===== src/rtl/map_trellis_sched.sv =====
// Sequences one MAP decode frame: forward alpha pass, backward eta pass, result-tag handshake.
// Latency: 2S+2 cycles from accepted start to done pulse with out_ready held high.
// Backpressure: out_ready low with a pending result freezes the backward pass (eta_en=0, addresses held).
// Optional feature: define MAP_SCHED_TERM_EN to add TAIL termination steps to both passes;
// the tail results are computed but never offered downstream, and beta_init then means terminated metrics.
module map_trellis_sched #(
  parameter int K    = 16,
  parameter int AW   = 4,
  parameter int TAIL = 3
) (
  input  logic          clk,
  input  logic          rst,
  input  logic          start,
  input  logic [AW:0]   len,
  output logic          busy,
  output logic          done,
  output logic          err,
  output logic [AW-1:0] gamma_addr,
  output logic          alpha_we,
  output logic [AW-1:0] alpha_waddr,
  output logic [AW-1:0] alpha_raddr,
  output logic          alpha_init,
  output logic          beta_init,
  output logic          eta_en,
  output logic          out_valid,
  output logic [AW-1:0] out_idx,
  input  logic          out_ready
);

`ifdef MAP_SCHED_TERM_EN
  localparam bit TERM_EN = 1'b1;
`else
  localparam bit TERM_EN = 1'b0;
`endif

  // Steps appended after the data steps; zero when termination is off.
  localparam int TAIL_STEPS = TERM_EN ? TAIL : 0;
  // Longest len that still fits data plus tail into the alpha RAM.
  localparam logic [AW:0] LEN_MAX = (AW+1)'(K - TAIL_STEPS);
  localparam logic [AW:0] TAIL_W  = (AW+1)'(TAIL_STEPS);

  typedef enum logic [2:0] {
    S_IDLE,
    S_FWD,
    S_BWD,
    S_FLUSH,
    S_DONE
  } state_t;

  state_t      state;
  logic [AW:0] t;      // one bit wider than an address so S-1 never wraps at S==K
  logic [AW:0] n;      // latched data length N
  logic [AW:0] s_m1;   // last trellis index of the pass, S-1
  logic [AW:0] t_inc;
  logic [AW:0] t_dec;
  logic        advance;
  logic        eta_fire;

  assign s_m1  = n + TAIL_W - (AW+1)'(1);
  assign t_inc = t + (AW+1)'(1);
  assign t_dec = t - (AW+1)'(1);

  // The backward pass may step only when the result slot is free or being drained this cycle.
  assign advance  = !out_valid || out_ready;
  assign eta_fire = (state == S_BWD) && advance;
  // eta_en must follow out_ready within the same cycle, so it cannot be registered.
  assign eta_en   = eta_fire;

  // Frame sequencer: state, step counter and registered RAM/ROM controls for the next cycle.
  always_ff @(posedge clk) begin
    if (!rst) begin
      state       <= S_IDLE;
      t           <= '0;
      n           <= '0;
      busy        <= 1'b0;
      done        <= 1'b0;
      err         <= 1'b0;
      gamma_addr  <= '0;
      alpha_we    <= 1'b0;
      alpha_waddr <= '0;
      alpha_raddr <= '0;
      alpha_init  <= 1'b0;
      beta_init   <= 1'b0;
    end else begin
      done <= 1'b0;
      err  <= 1'b0;
      case (state)
        S_IDLE: begin
          if (start) begin
            if (len == '0 || len > LEN_MAX) begin
              err <= 1'b1;
            end else begin
              n           <= len;
              t           <= '0;
              state       <= S_FWD;
              busy        <= 1'b1;
              alpha_we    <= 1'b1;
              alpha_waddr <= '0;
              gamma_addr  <= '0;
              alpha_init  <= 1'b1;
            end
          end
        end
        S_FWD: begin
          if (t == s_m1) begin
            // Backward pass starts at the same index the forward pass ended on.
            state       <= S_BWD;
            alpha_we    <= 1'b0;
            alpha_init  <= 1'b0;
            alpha_raddr <= t[AW-1:0];
            gamma_addr  <= t[AW-1:0];
            beta_init   <= 1'b1;
          end else begin
            t           <= t_inc;
            alpha_waddr <= t_inc[AW-1:0];
            gamma_addr  <= t_inc[AW-1:0];
            alpha_init  <= 1'b0;
          end
        end
        S_BWD: begin
          if (advance) begin
            beta_init <= 1'b0;
            if (t == '0) begin
              state <= S_FLUSH;
            end else begin
              t           <= t_dec;
              alpha_raddr <= t_dec[AW-1:0];
              gamma_addr  <= t_dec[AW-1:0];
            end
          end
        end
        S_FLUSH: begin
          if (out_valid && out_ready) begin
            state <= S_DONE;
            done  <= 1'b1;
          end
        end
        S_DONE: begin
          state <= S_IDLE;
          busy  <= 1'b0;
        end
        default: begin
          state <= S_IDLE;
          busy  <= 1'b0;
        end
      endcase
    end
  end

  // Result tag: one-cycle eta latency; tail steps (t>=N) are computed but never offered.
  always_ff @(posedge clk) begin
    if (!rst) begin
      out_valid <= 1'b0;
      out_idx   <= '0;
    end else if (eta_fire && (t < n)) begin
      out_valid <= 1'b1;
      out_idx   <= t[AW-1:0];
    end else if (out_valid && out_ready) begin
      out_valid <= 1'b0;
    end
  end

endmodule

===== config.mk =====
export PLATFORM = sky130hd
export DESIGN_NAME = map_trellis_sched
export DESIGN_NICKNAME = d
export VERILOG_FILES = /design/src/rtl/map_trellis_sched.sv
export SDC_FILE = /design/constraint.sdc
export NUM_CORES = 1
export LEC_CHECK = 0
export ABC_AREA = 1
export BUFFER_PORTS_ARGS = -buffer_cell sky130_fd_sc_hd__buf_4
export CORE_MARGIN = 2
export CORE_UTILIZATION = 31
export CTS_CLUSTER_DIAMETER = 40
export DETAILED_ROUTE_END_ITERATION = 8
export GPL_TIMING_DRIVEN = 0
export PLACE_DENSITY_LB_ADDON = 0.12
export SLEW_MARGIN = 10
export SYNTH_ARGS = -nofsm -noshare
export SYNTH_HDL_FRONTEND = slang
export SYNTH_SLANG_ARGS = --single-unit
export TNS_END_PERCENT = 100

===== constraint.sdc =====
create_clock -name clk -period 2.6 [get_ports clk]
set_input_delay 0 -clock clk [delete_from_list [all_inputs] [get_ports clk]]
set_output_delay 0 -clock clk [all_outputs]
set_load 0.1 [all_outputs]

==> metrics <==
period utilization 81.6%; Antenna Cells 0; Fin Hold WS 20.0 ps; Peak VDD IR 0.467 mV; Synth area leader dfxtp_1; Slowest cell on crit path dfxtp_1; Yosys reg bits 36; status complete, no violations; # rows 29; CP cell instances inv_1 > ha_1 > inv_1 > nand2_1 > nor2_1 > nand2_1 > nor2_4 > nand3_2 > nand2_4 > clkinv_4 > nor2_1 > nor2_1; RSZ-0062 raised after global routing false; clk_skew roughly 7 ps; CP max FO 7; total power 3070 uW; MaxCap Viol Count 0; first-pass GRT wire length 8830 um; Slew @ Worst Pin 525 ps; fin. max-slew vios 0; antenna violations before repair 0; die width 85.0 um; Initial Util 32.0%; critical path's top delay family simple AND/OR/NAND/NOR gates; initial DRC count 90; setup tns final 0 ps; grt ovf 0; PortBufs 32; H-tree levels 2; Final HPWL DP 4170 um; # setup viols final 0; Synthesized Nets 303; Via density between 4 and 5; ys async rst share 0%; fin nets about 350; Skew-Pair Late Insertion Delay around 290 ps; Worst-path clk slew about 70 ps; fmax 471 MHz; Sink Count 36; Die Span Y approximately 85 um; top-count cell post-synth nand2_1; Synth Instances 284; Inst Count DP 393; critical path class reg -> reg; GPL Wtd Cong 0.855; routed len/inst 13.4 um; Crit path required time 2780 ps; critical path buffer and inverter count 3; vias 1977; Layout area overhead 22.4%; Worst Path Arrival 2310 ps; Synth Cell Area about 2000 um2; Synth area leaders dfxtp_1 35%, nand2_1 11%, a21oi_1 7.6%, ha_1 6.2%, nor2_1 5.5%; fraction of layout cells with a size suffix above 1 ~21%; Worst path max stage delay ~430 ps; HP Class in -> reg; post-synthesis sequential area ratio 35.4%; io pins 33; Num CTS Buffers 5; core region area 6350 um2; # DRC 0; Finished Layout Cells 404; DRT Pass-1 Iters 4; min cycle time layout roughly 2100 ps; post-route ant nets 0; Post-synth EDFFs 0; pin count of the biggest net entering global routing 11; crit start category flop; Final Hold Viols 0; wirelength, routed about 5400 um; max_slew headroom 64.7%; CTS tree yes; synth warn 0; Cell variety after synth 34; Post-Syn Area per Cell 7.16 um2; Setup crit end kind flop; Die Area between 7000 and 8000 um2; top_reg_cell synth dfxtp_1; maximum clock path buffer count 2; vias in the first global route 1797; All-Layer GR Usage approximately 16%; Pleak 0.00114 uW; CP most frequent cell nor2_1; Root Buffer clkbuf_8; area share of the largest cell type after synthesis 35.4%; Synth top cells by count 59 x nand2_1, 36 x dfxtp_1, 31 x a21oi_1; P per Cell Area 1230 nW/um2
## final cells by class
type	instances	area (um2)
Buffer	7	33.8
Multi-Input combinational cell	210	1160
Sequential cell	36	721
Tap cell	77	96.3
Inverter	31	124
Fill cell	675	3860
Timing Repair Buffer	35	270
Clock buffer	8	90.1
## worst min-delay path: cells and delay by family
family / cells / cell delay (ps)
buffers and inverters: 1 / 80
AOI/OAI and AO/OA: 2 / 190
## through the flow
step	util, %	worst slack [ps]	area, um2
2_1_floorplan	-	549	2030
3_3_place_gp	37.3	443	2370
3_5_place_dp	37.3	466	2370
4_1_cts	39.2	447	2490
5_1_grt	39.2	265	2490
6_report	39.2	477	2490
## registers in the layout (all words and copies together) (netlist names), 3 cells and up
register / flops
alpha_waddr: 4
alpha_raddr: 4
state: 3
gamma_addr: 4
n: 5
t: 5
out_idx: 4
## layout by cell type (no fill, tap or decap), types with 3 or more instances in the layout
master,n
o21ai_1,9
buf_4,33
ha_1,10
nor4_1,3
dfxtp_1,36
inv_2,6
clkbuf_8,6
dlygate4sd3_1,3
nand3_1,19
nand4_1,10
o21ai_0,13
buf_2,3
a21oi_1,31
nand3_2,3
nand2_4,6
inv_1,23
nand2_1,59
nor2_4,4
clkbuf_1,4
nor2_1,30
## final timing paths
| path | end | slack (ps) | startpoint | cells after the start |
|---|---|---|---|---|
| worst max-delay path | t[0] | 480 | t[0] | 12 |
| worst min-delay path | n[0] | 20 | len[0] | 3 |
| worst max register to register | t[0] | 480 | t[0] | 12 |
| worst min register to register | alpha_raddr[2] | 460 | alpha_raddr[2] | 2 |
## power by group
part / total [uW] / switching (uW) / internal, uW
logic: 1870 / 1390 / 481
registers: 781 / 101 / 680
clock network: 415 / 199 / 216
## kinds of logic after synthesis
group	synth area share, %
AND/OR/NAND/NOR	34.0
AO/OA/AOI/OAI	15.8
buffers and inverters	7.75
flip-flops	35.4
adder cells (fa/ha/maj)	6.15
XOR/XNOR	0.861
## routing by layer
metal / GRT usage [%] / vias up / part of all wire [%]
li1: - / 1037 / -
met1: 20.5 / 916 / 49
met2: 25.4 / 18 / 47
met3: 3.40 / 6 / 2.3
met4: 4.76 / 0 / 1.3
met5: 0 / - / 0
## repair_timing
item,4_1_cts,5_1_grt
buffers inserted,0,0
hold endpoints to repair,5,0
resized for setup,0,0
hold buffers,3,0
Note: power is estimated with default switching activity, not from simulation.
